<file path="config.mk">
export PLATFORM = sky130hd
export DESIGN_NAME = sevseg_display_arbiter
export DESIGN_NICKNAME = d
export VERILOG_FILES = /design/src/rtl/sevseg_display_arbiter.sv
export SDC_FILE = /design/constraint.sdc
export NUM_CORES = 1
export LEC_CHECK = 0
export ABC_AREA = 0
export ABC_CLOCK_PERIOD_IN_PS = 2700
export CORE_UTILIZATION = 37
export DETAILED_ROUTE_END_ITERATION = 10
export PLACE_DENSITY = 0.76
export SYNTH_ARGS = -nofsm -noshare
export SYNTH_HDL_FRONTEND = slang
export SYNTH_SLANG_ARGS = --single-unit
</file>
<file path="constraint.sdc">
create_clock -name clk_100MHz -period 2.7 [get_ports clk_100MHz]
set_clock_uncertainty 0.2 [all_clocks]
set_input_delay 0.54 -clock clk_100MHz [delete_from_list [all_inputs] [get_ports clk_100MHz]]
set_output_delay 0.54 -clock clk_100MHz [all_outputs]
set_load 0.05 [all_outputs]
</file>
<file path="src/rtl/sevseg_display_arbiter.sv">
// Round-robin arbiter sharing one 8-digit seven-segment display, with a minimum dwell per word.
// Optional macro SEVSEG_PREEMPT_EN lets requester 0 (CPU) cut short another requester's dwell.
module sevseg_display_arbiter #(
   parameter int NUM_REQ      = 4,
   parameter int SRC_W        = 2,
   parameter int DWELL_CYCLES = 100000000,
   parameter int CNT_W        = 27
) (
   input  logic                   clk_100MHz,
   input  logic                   rst_n,
   input  logic [NUM_REQ-1:0]     req,
   input  logic [32*NUM_REQ-1:0]  req_data,
   output logic [NUM_REQ-1:0]     ack,
   output logic [31:0]            disp_data,
   output logic                   disp_valid,
   output logic [SRC_W-1:0]       active_src,
   output logic                   busy
);

   typedef enum logic {IDLE, DWELL} state_t;

   localparam logic [CNT_W-1:0] CNT_LOAD = CNT_W'(DWELL_CYCLES - 1);

   state_t             state_q, state_d;
   logic [CNT_W-1:0]   cnt_q, cnt_d;
   logic [SRC_W-1:0]   rr_ptr_q, rr_ptr_d;
   logic [31:0]        disp_data_q, disp_data_d;
   logic               disp_valid_q, disp_valid_d;
   logic [SRC_W-1:0]   active_src_q, active_src_d;
   logic [NUM_REQ-1:0] ack_q, ack_d;
   logic               busy_q, busy_d;

   logic               found;
   logic [SRC_W-1:0]   sel;
   logic               grant;
   logic [SRC_W-1:0]   gnt_src;

   // First set request bit at or above rr_ptr, wrapping modulo NUM_REQ.
   always_comb begin
      found = 1'b0;
      sel   = '0;
      for (int k = 0; k < NUM_REQ; k++) begin
         if (!found && req[(int'(rr_ptr_q) + k) % NUM_REQ]) begin
            found = 1'b1;
            sel   = SRC_W'((int'(rr_ptr_q) + k) % NUM_REQ);
         end
      end
   end

   always_comb begin
      state_d      = state_q;
      cnt_d        = cnt_q;
      rr_ptr_d     = rr_ptr_q;
      disp_data_d  = disp_data_q;
      disp_valid_d = disp_valid_q;
      active_src_d = active_src_q;
      ack_d        = '0;
      busy_d       = busy_q;
      grant        = 1'b0;
      gnt_src      = sel;

      case (state_q)
         IDLE: begin
            grant = found;
         end
         DWELL: begin
            // Expiry cycle arbitrates directly so back-to-back grants have no idle gap.
            if (cnt_q == '0) begin
               grant = found;
               if (!found) begin
                  state_d = IDLE;
                  busy_d  = 1'b0;
               end
            end else begin
               cnt_d = cnt_q - 1'b1;
`ifdef SEVSEG_PREEMPT_EN
               if (req[0] && (active_src_q != '0)) begin
                  grant   = 1'b1;
                  gnt_src = '0;
               end
`endif
            end
         end
         default: state_d = IDLE;
      endcase

      if (grant) begin
         disp_data_d  = req_data[32*gnt_src +: 32];
         active_src_d = gnt_src;
         ack_d        = NUM_REQ'(1) << gnt_src;
         disp_valid_d = 1'b1;
         busy_d       = 1'b1;
         cnt_d        = CNT_LOAD;
         rr_ptr_d     = SRC_W'((int'(gnt_src) + 1) % NUM_REQ);
         state_d      = DWELL;
      end
   end

   always_ff @(posedge clk_100MHz) begin
      if (!rst_n) begin
         state_q      <= IDLE;
         cnt_q        <= '0;
         rr_ptr_q     <= '0;
         disp_data_q  <= '0;
         disp_valid_q <= 1'b0;
         active_src_q <= '0;
         ack_q        <= '0;
         busy_q       <= 1'b0;
      end else begin
         state_q      <= state_d;
         cnt_q        <= cnt_d;
         rr_ptr_q     <= rr_ptr_d;
         disp_data_q  <= disp_data_d;
         disp_valid_q <= disp_valid_d;
         active_src_q <= active_src_d;
         ack_q        <= ack_d;
         busy_q       <= busy_d;
      end
   end

   assign ack        = ack_q;
   assign disp_data  = disp_data_q;
   assign disp_valid = disp_valid_q;
   assign active_src = active_src_q;
   assign busy       = busy_q;

endmodule

</file>
==> metrics, run 1 <==
routed via count roughly 3900; worst flop-to-flop path startpoint cnt_q[18]; Yosys top cell by area dfxtp_1; Arr. time, crit path roughly 2.8 ns; setup violators final 28; CTS H-tree depth 3; Primary FF master, synth dfxtp_1; Startpoint Class register; worst min-delay path startpoint disp_data[24]; GR Util All Layers a little under a quarter; Synth Warn # 0; initial core utilization 38.3%; Seq/Total Area, Yosys roughly two fifths; drt first pass iters 4; Cells after Synth roughly 370; pin count of the biggest net entering global routing 26; Final period util 102%; clock buffer depth 2; vias in the first global route around 3900; failing checks setup timing; post-synthesis register bit count 70; final wirelength around 12000 um; total grt overflow 0; WS Path Type register to register; top-count cell post-synth dfxtp_1; Synth top cells by count dfxtp_1 (70), mux2i_1 (41), nor2_1 (33), a221o_1 (23), o2bb2ai_1 (23); drt wl/cell 17.0 um; RSZ-0062 raised after global routing true; CTS Buf Count 9; RePlAce Congestion 0.827; Async SR Flop Fraction 0%; run status finished, violations left; share of cells above drive strength 1 between 10% and 20%; Clock Latency Late Sink between 0.3 and 0.4 ns; Area Overhead vs Synth 72.9%; Leak 2.40 nW; residual DRC count 0; Worst VDD drop 295 uV; die area 10000 sq um; HPWL Detailed between 8000 and 9000 um; pwr/cell area 536 nW/um^2; Clock transition at path regs around 0.07 ns; critical path fanouts, max 6; final antenna-violating net count 0; Yosys cell types 46; Die X approximately 100 um; Post-synth EDFFs 0; Placement Setup Slack -0.0774 ns; Mapped Area ~3600 sq um; final core occ between 60% and 70%; Layout Nets between 700 and 800; number of DRC markers in iteration 0 115; Placed Area 5700 sq um; Clock Sinks 70; vias per cell around 5.5; CTS tree done; Slew Viols, Final 0; Worst Max-Slew Pin Slew roughly 0.55 ns; Worst EP required around 2.8 ns; Power, Total 3.30 mW; initial antenna violation count 0; row count 35; Synth top area share 39.4%; fin crit period 2.74 ns; first-pass GRT wire length between 15000 and 20000 um; hold_ws 0.263 ns; Max-Cap Viols 0; Clock Tree Root clkbuf_8; syn_area_per_cell 9.63 sq um; fin worst setup slack -0.0425 ns; Max Clock Freq around 360 MHz; CP endpoint kind register; Hold Vio Cnt, Final 0; core area 9280 sq um; crit path from cnt_q[18]; Slew headroom 63.3%; chip height around 100 um; num ports 174; PortBufs 173; Synth area leaders dfxtp_1 (39%), mux2i_1 (12%), a221o_1 (6.5%); cell area after layout roughly 6000 sq um; Syn Nets approximately 510; Hold Path Class register to register
[cells by family (layout without fill, tap and decap cells)]
logic type      count (synthesis)  count (layout)  share of synthesized area (%)
buf+inv                        29             241                           3.77
xor+xnor                        8               8                           1.97
fa+ha+maj                       2               2                          0.704
mux                            51              51                           14.7
flops                          70              70                           39.4
other cells                     0               1                              0
simple gates                  107             107                           16.0
compound gates                102             102                           23.4
[what timing repair did]
item	4_1_cts	5_1_grt
hold buffers	0	0
gates resized for setup	6	22
setup buffers	8	3
pin swaps	0	10
gates cloned	2	0
endpoints found under the setup margin	27	41
[worst max-delay path, stage by stage, from the launching register on]
cell     delay [ns]
dfxtp_2        0.32
or4_4          0.53
or4_4          0.47
o31ai_4        0.27
nand3_2        0.14
nor3b_4        0.26
buf_6          0.15
buf_6          0.10
buf_12         0.10
a221o_1        0.13
[sequential cells by signal, summed over array words and instances, names as in the netlist]
signal / flops
ack: 4
active_src: 2
busy: 1
cnt_q: 27
disp_data: 32
disp_valid: 1
rr_ptr_q: 2
state_q: 1
[stage by stage]
step | cells | setup TNS (ns)
after CTS | 707 | -0.288
after floorplan | 369 | -0.253
after detailed placement | 682 | -1.06
final | 711 | -0.705
after global routing | 710 | -3.42
after global placement | 682 | 0
[metal layers]
layer | vias to the layer above | track usage [%] | wire length (um)
met4 | 0 | 9.36 | 312
met3 | 23 | 5.01 | 666
li1 | 1860 | - | -
met1 | 1865 | 27.0 | 4990
met2 | 142 | 42.6 | 6140
met5 | - | 0 | 0
[worst paths after layout]
kind	to	slack [ns]	cells after the start
max	disp_data[9]	-0.04	9
min	disp_data[24]	0.26	2
max reg2reg	disp_data[9]	-0.04	9
min reg2reg	disp_data[24]	0.26	2
[cell usage in the layout, fill, tap and decap left out, drive strengths merged, types with 3 or more instances in the layout]
master and n:
inv 4, nor2 34, mux2i 41, a311oi 12
nor3 15, nor4 7, nand2 14, nand3 13
buf 47, clkdlybuf4s50 173, xnor2 6, and4 3
a221o 23, mux2 10, or4 3, o21ai 14
clkinv 4, a211oi 12, clkbuf 10, a21oi 8
o2bb2ai 23, nor2b 6, dfxtp 70, nor4b 3
[final cells by class]
cell class | instances | area (sq um)
Timing Repair Buffer | 221 | 2240
Fill cell | 771 | 3140
Antenna cell | 1 | 2.50
Clock buffer | 10 | 128
Inverter | 5 | 18.8
Clock inverter | 5 | 75.1
Multi-Input combinational cell | 270 | 2110
Sequential cell | 70 | 1400
Tap cell | 129 | 161
[power by group]
group | switching, mW | leakage (nW) | internal, mW
clock | 0.392 | 0.106 | 0.511
combinational | 0.598 | 1.71 | 0.586
sequential | 0.0732 | 0.579 | 1.14
Note: power is estimated with default switching activity, not from simulation.
==> run 2: changes to the inputs <==
- CAP_MARGIN: not set -> 20
==> results of run 2 <==
No change in the layout: final DEF, timing and power equal those of run 1.
==> run 3: changes to the inputs <==
- CTS_CLUSTER_DIAMETER: not set -> 150
- HOLD_SLACK_MARGIN: not set -> 0.12
==> results of run 3 <==
No change in the layout: final DEF, timing and power equal those of run 1.
